==> src/rtl/bitcoin_nonce_select.sv <==
// Scans NUM_NONCES H0 words from memory, keeps the minimum and its index, and
// writes a {found, nonce} summary word back through the same memory port.
module bitcoin_nonce_select #(
  parameter int unsigned NUM_NONCES = 16
) (
  input  logic        clk,
  input  logic        reset_n,
  input  logic        start,
  input  logic [15:0] hash_addr,
  input  logic [15:0] result_addr,
  input  logic [31:0] target,
  output logic        done,
  output logic        found,
  output logic [7:0]  best_nonce,
  output logic [31:0] best_hash,
  output logic        mem_clk,
  output logic        mem_we,
  output logic [15:0] mem_addr,
  output logic [31:0] mem_write_data,
  input  logic [31:0] mem_read_data
);

  localparam logic [7:0] LastIdx = 8'(NUM_NONCES - 1);

  typedef enum logic [2:0] {StIdle, StRead, StDrain, StWrite, StFin} state_t;

  state_t      state_q;
  logic [7:0]  iss_q;        // index of the address currently on mem_addr
  logic        v1_q, v2_q;   // read-latency pipeline valid bits
  logic [7:0]  idx2_q;
  logic [15:0] result_addr_q;
  logic [31:0] target_q;
  logic        found_next;

  assign mem_clk    = clk;
  assign found_next = best_hash < target_q;

  always_ff @(posedge clk or negedge reset_n) begin
    if (!reset_n) begin
      state_q        <= StIdle;
      iss_q          <= '0;
      v1_q           <= 1'b0;
      v2_q           <= 1'b0;
      idx2_q         <= '0;
      result_addr_q  <= '0;
      target_q       <= '0;
      done           <= 1'b0;
      found          <= 1'b0;
      best_nonce     <= '0;
      best_hash      <= '0;
      mem_we         <= 1'b0;
      mem_addr       <= '0;
      mem_write_data <= '0;
    end else begin
      done   <= 1'b0;
      v1_q   <= 1'b0;
      v2_q   <= v1_q;
      idx2_q <= iss_q;

      // Word 0 loads unconditionally; later words need a strict win so ties keep the lower index.
      if (v2_q && ((idx2_q == 8'd0) || (mem_read_data < best_hash))) begin
        best_hash  <= mem_read_data;
        best_nonce <= idx2_q;
      end

      unique case (state_q)
        StIdle: begin
          if (start) begin
            result_addr_q <= result_addr;
            target_q      <= target;
            mem_addr      <= hash_addr;
            mem_we        <= 1'b0;
            found         <= 1'b0;
            iss_q         <= '0;
            v1_q          <= 1'b1;
            state_q       <= (NUM_NONCES == 1) ? StDrain : StRead;
          end
        end
        StRead: begin
          iss_q    <= iss_q + 8'd1;
          mem_addr <= mem_addr + 16'd1;
          v1_q     <= 1'b1;
          if (iss_q + 8'd1 == LastIdx) state_q <= StDrain;
        end
        StDrain: begin
          if (v2_q && (idx2_q == LastIdx)) state_q <= StWrite;
        end
        StWrite: begin
          mem_we         <= 1'b1;
          mem_addr       <= result_addr_q;
          mem_write_data <= {found_next, 23'b0, best_nonce};
          found          <= found_next;
          state_q        <= StFin;
        end
        StFin: begin
          mem_we  <= 1'b0;
          done    <= 1'b1;
          state_q <= StIdle;
        end
        default: state_q <= StIdle;
      endcase
    end
  end

endmodule

==> config.mk <==
export PLATFORM = sky130hd
export DESIGN_NAME = bitcoin_nonce_select
export DESIGN_NICKNAME = d
export VERILOG_FILES = /design/src/rtl/bitcoin_nonce_select.sv
export SDC_FILE = /design/constraint.sdc
export NUM_CORES = 1
export LEC_CHECK = 0
export BUFFER_PORTS_ARGS = -buffer_cell sky130_fd_sc_hd__buf_2
export CAP_MARGIN = 25
export CORE_MARGIN = 2
export CORE_UTILIZATION = 30
export DETAILED_ROUTE_END_ITERATION = 8
export PLACE_DENSITY = 0.49
export SLEW_MARGIN = 5
export SYNTH_ARGS = -nofsm -noshare
export SYNTH_HDL_FRONTEND = slang
export SYNTH_SLANG_ARGS = --single-unit
==> constraint.sdc <==
create_clock -name clk -period 4.7 [get_ports clk]
set_input_delay 0.94 -clock clk [delete_from_list [all_inputs] [get_ports clk]]
set_output_delay 0.94 -clock clk [all_outputs]
set_load 0.1 [all_outputs]
Yosys cells after proc, flatten, opt, wreduce, memory -nomap -nowiden
Index checks and enable logic that the tools add are counted.
Widths: inputs -> output; s select.
{"block": "op_classes", "n_reduce_logical": 15, "eq_ne": 9, "muxes": 14, "addsub": 2, "n_lt_le_gt_ge": 2}
{"operator": "$lt 32x32->1", "count": 2}
{"operator": "$pmux 16 s3", "count": 1}
{"operator": "$add 16x1->16 const B", "count": 1}
{"operator": "$eq 8x4->1 const B", "count": 2}
{"operator": "$mux 16", "count": 1}
{"operator": "$pmux 8 s2", "count": 1}
{"operator": "$pmux 3 s4", "count": 1}
{"operator": "$reduce_and 2->1", "count": 5}
{"operator": "$mux 3", "count": 3}
{"operator": "$add 8x1->8 const B", "count": 1}
{"operator": "$logic_not 8->1", "count": 1}
{"operator": "$mux 8", "count": 1}
{"operator": "$eq 3x2->1 const B", "count": 2}
{"operator": "$ne 2x2->1 const B", "count": 3}
{"operator": "$reduce_bool 3->1", "count": 2}
{"operator": "$pmux 1 s2", "count": 2}
{"operator": "$reduce_bool 2->1", "count": 2}
{"operator": "$eq 3x1->1 const B", "count": 1}
{"operator": "$eq 3x3->1 const B", "count": 1}
{"operator": "$logic_not 3->1", "count": 1}
{"operator": "$mux 1", "count": 3}
{"operator": "$pmux 1 s3", "count": 1}
{"operator": "$reduce_and 3->1", "count": 1}
{"operator": "$logic_and 1x1->1", "count": 2}
{"operator": "$logic_or 1x1->1", "count": 1}
{"block": "word_totals", "regBits": 137, "output_inout_bits": 92, "inputBits": 99}

Longest topological paths before layout
{"block": "depth", "depth_word": 4, "depth_mapped": 9, "mapped_depth_nobuf": 8}

==> results.json <==
{
  "status": "complete, no violations",
  "antenna_left": 0,
  "fp.coreArea_um2": 24500,
  "dieArea_um2": 26400,
  "grt_pass1_vias": 5747,
  "seqCellArea_um2": 3430,
  "holdWs_ns": 0.354,
  "dp.cells": 1227,
  "cap_violations": 0,
  "hold_buffers": 0,
  "finClkSkew_ns": 0.0135,
  "synth_commonest_cells": "dfrtp_1, nand2_1, o21ai_0",
  "grt_max_degree": 81,
  "ys.warnings.count": 0,
  "syn_inst": 758,
  "critPathLaunchType": "clock port",
  "finalSetupViolCount": 0,
  "io_pins": 191,
  "diodes": 0,
  "reg2reg_to": "best_nonce[0]$_DFFE_PN0P_",
  "gp_congestion": 0.795,
  "maxSlewViolCount": 0,
  "holdCritPathClass": "flip-flop to flip-flop",
  "first_iter_violations": 368,
  "path_cells": "clkbuf_16 -> clkbuf_16 -> buf_2",
  "critPathMaxStageDelay_ns": 0.28,
  "drive_gt1_share_pct": 28.0,
  "r2r-start": "best_hash[10]$_DFFE_PN0P_",
  "async_reset_ff_share_pct": 100,
  "synth_ff_type": "dfrtp_1",
  "maxSlewHeadroom_pct": 47.4,
  "min_path_cells": 0,
  "grt_overflow": 0,
  "viasPerCell": 4.61,
  "post_dp_cell_area_um2": 8650,
  "cts_tree": "done",
  "finalWirelength_um": 19400,
  "clk_latency_ns": 0.53,
  "vias": 5822,
  "ys_top_cells_by_area": "dfrtp_1, ha_1, mux2_4",
  "r2r_setup_slack_ns": 2.07,
  "die_h_um": 162,
  "synth-edff-count": 0,
  "synthesis.area_um2": 7530,
  "hold_violations": 0,
  "path_class": "clock port to primary output",
  "synth_top_area_cell": "dfrtp_1",
  "yosysSeqAreaShare_pct": 45.5,
  "synth_top_area_share_pct": 45.5,
  "required_ns": 3.76,
  "rows": 57,
  "fillCellCount": 2495,
  "crit_start": "clk",
  "initial_core_util_pct": 30.8,
  "dp_hpwl_um": 14200,
  "rsz0062_at_grt": "false",
  "crit_path_frequent_cell": "clkbuf_16",
  "crit_end": "mem_clk",
  "port_buffers": 167,
  "ys_types": 47,
  "critPathArrivalTime_ns": 2.88,
  "fin_tns_setup_ns": 0,
  "grt_first_pass_wirelength_um": 31200,
  "cts.clk_slew.worst_paths_ns": 0.06,
  "rr_worst_depth": 9,
  "multi_input_area_um2": 3630,
  "design_area_um2": 9280,
  "track_usage_pct": 15.2,
  "path_max_fanout": 2,
  "post_cts_buffers": 0,
  "avgSynthCellArea_um2": 9.93,
  "die_width_um": 162,
  "synth_most_common_cell": "dfrtp_1",
  "antenna_found_initial": 1,
  "areaGrowthSynthToFinish_pct": 23.3,
  "worst_slew_pin_slew_ns": 0.781,
  "end_kind": "primary output",
  "drt_pass1_iterations": 5,
  "fin_nets": 1090,
  "critical-path-top-delay-family": "buffers and inverters",
  "path_buf_inv": 3,
  "fin_cells": 1263,
  "ys_seq_elements": 137,
  "wire_per_inst_um": 15.4,
  "cts_resized": 0,
  "drc": 0,
  "path_depth": 3,
  "slowest_stage": "buf_2"
}
[cells by family (layout without fill, tap and decap cells)]
family	Yosys count	after routing	share of synthesized area, %
buffers and inverters	121	280	7.63
AND/OR/NAND/NOR	214	214	13.2
XOR/XNOR	4	4	0.465
adder cells (fa/ha/maj)	65	65	10.8
multiplexers	48	48	9.17
AO/OA/AOI/OAI	168	168	13.2
flip-flops	137	137	45.5
other	1	23	0.0498
[how the worst min path moves through the flow]
stage          slack [ns]        endpoint      startpoint
2_1_floorplan        0.33  v2_q$_DFF_PN0_  v1_q$_DFF_PN0_
3_3_place_gp         0.33  v2_q$_DFF_PN0_  v1_q$_DFF_PN0_
3_5_place_dp         0.33  v2_q$_DFF_PN0_  v1_q$_DFF_PN0_
4_1_cts              0.36  v2_q$_DFF_PN0_  v1_q$_DFF_PN0_
5_1_grt              0.37  v2_q$_DFF_PN0_  v1_q$_DFF_PN0_
6_report             0.35  v2_q$_DFF_PN0_  v1_q$_DFF_PN0_
[per-layer routing]
layer | GRT usage, % | part of all wire (%)
met1 | 20.2 | 47
met2 | 24.6 | 48
met3 | 3.67 | 4.3
met4 | 4.91 | 1.3
met5 | 0 | 0
[registers in the layout, indices dropped and copies added, names as in the netlist, 3 cells and up]
signal	flops
mem_write_data	9
state_q	3
target_q	32
mem_addr	16
best_hash	32
result_addr_q	16
iss_q	8
best_nonce	8
idx2_q	8
[layout by cell type, fill, tap and decap left out, drive strengths merged, types with 3 or more instances in the layout]
master | synthesis | routed
clkbuf | 21 | 22
and4 | 4 | 4
and3 | 7 | 7
a31oi | 6 | 6
nor4 | 6 | 6
nand3 | 14 | 14
o21ai | 76 | 76
mux2 | 48 | 48
nand2b | 9 | 9
a22o | 4 | 4
a21o | 9 | 9
o211ai | 4 | 4
nor3b | 4 | 4
conb | 1 | 23
clkinv | 0 | 4
ha | 65 | 65
a211oi | 5 | 5
buf | 31 | 176
dfrtp | 137 | 137
inv | 69 | 72
clkinvlp | 0 | 6
nand2 | 125 | 125
nor2 | 17 | 17
nand4 | 11 | 11
xor2 | 3 | 3
nor2b | 5 | 5
a21oi | 39 | 39
nor3 | 7 | 7
a22oi | 10 | 10
[layout make-up]
cell class / instances / area share, %
tap: 324 / 4.37
sequential: 137 / 36.9
clock inverter: 13 / 1.02
timing repair buffer: 175 / 10.1
clock buffer: 23 / 5.74
inverter: 69 / 2.79
multi-input combinational: 522 / 39.1
[through the flow]
step | utilization, % | worst slack (ns)
2_1_floorplan | - | 1.20
4_1_cts | 37.9 | 0.874
3_3_place_gp | 35.3 | 1.14
3_5_place_dp | 35.3 | 1.14
5_1_grt | 38.0 | 0.873
6_report | 38.0 | 0.881
Power is not shown: default switching activity piles up to over one toggle a cycle in this logic, so the estimate is an artifact.
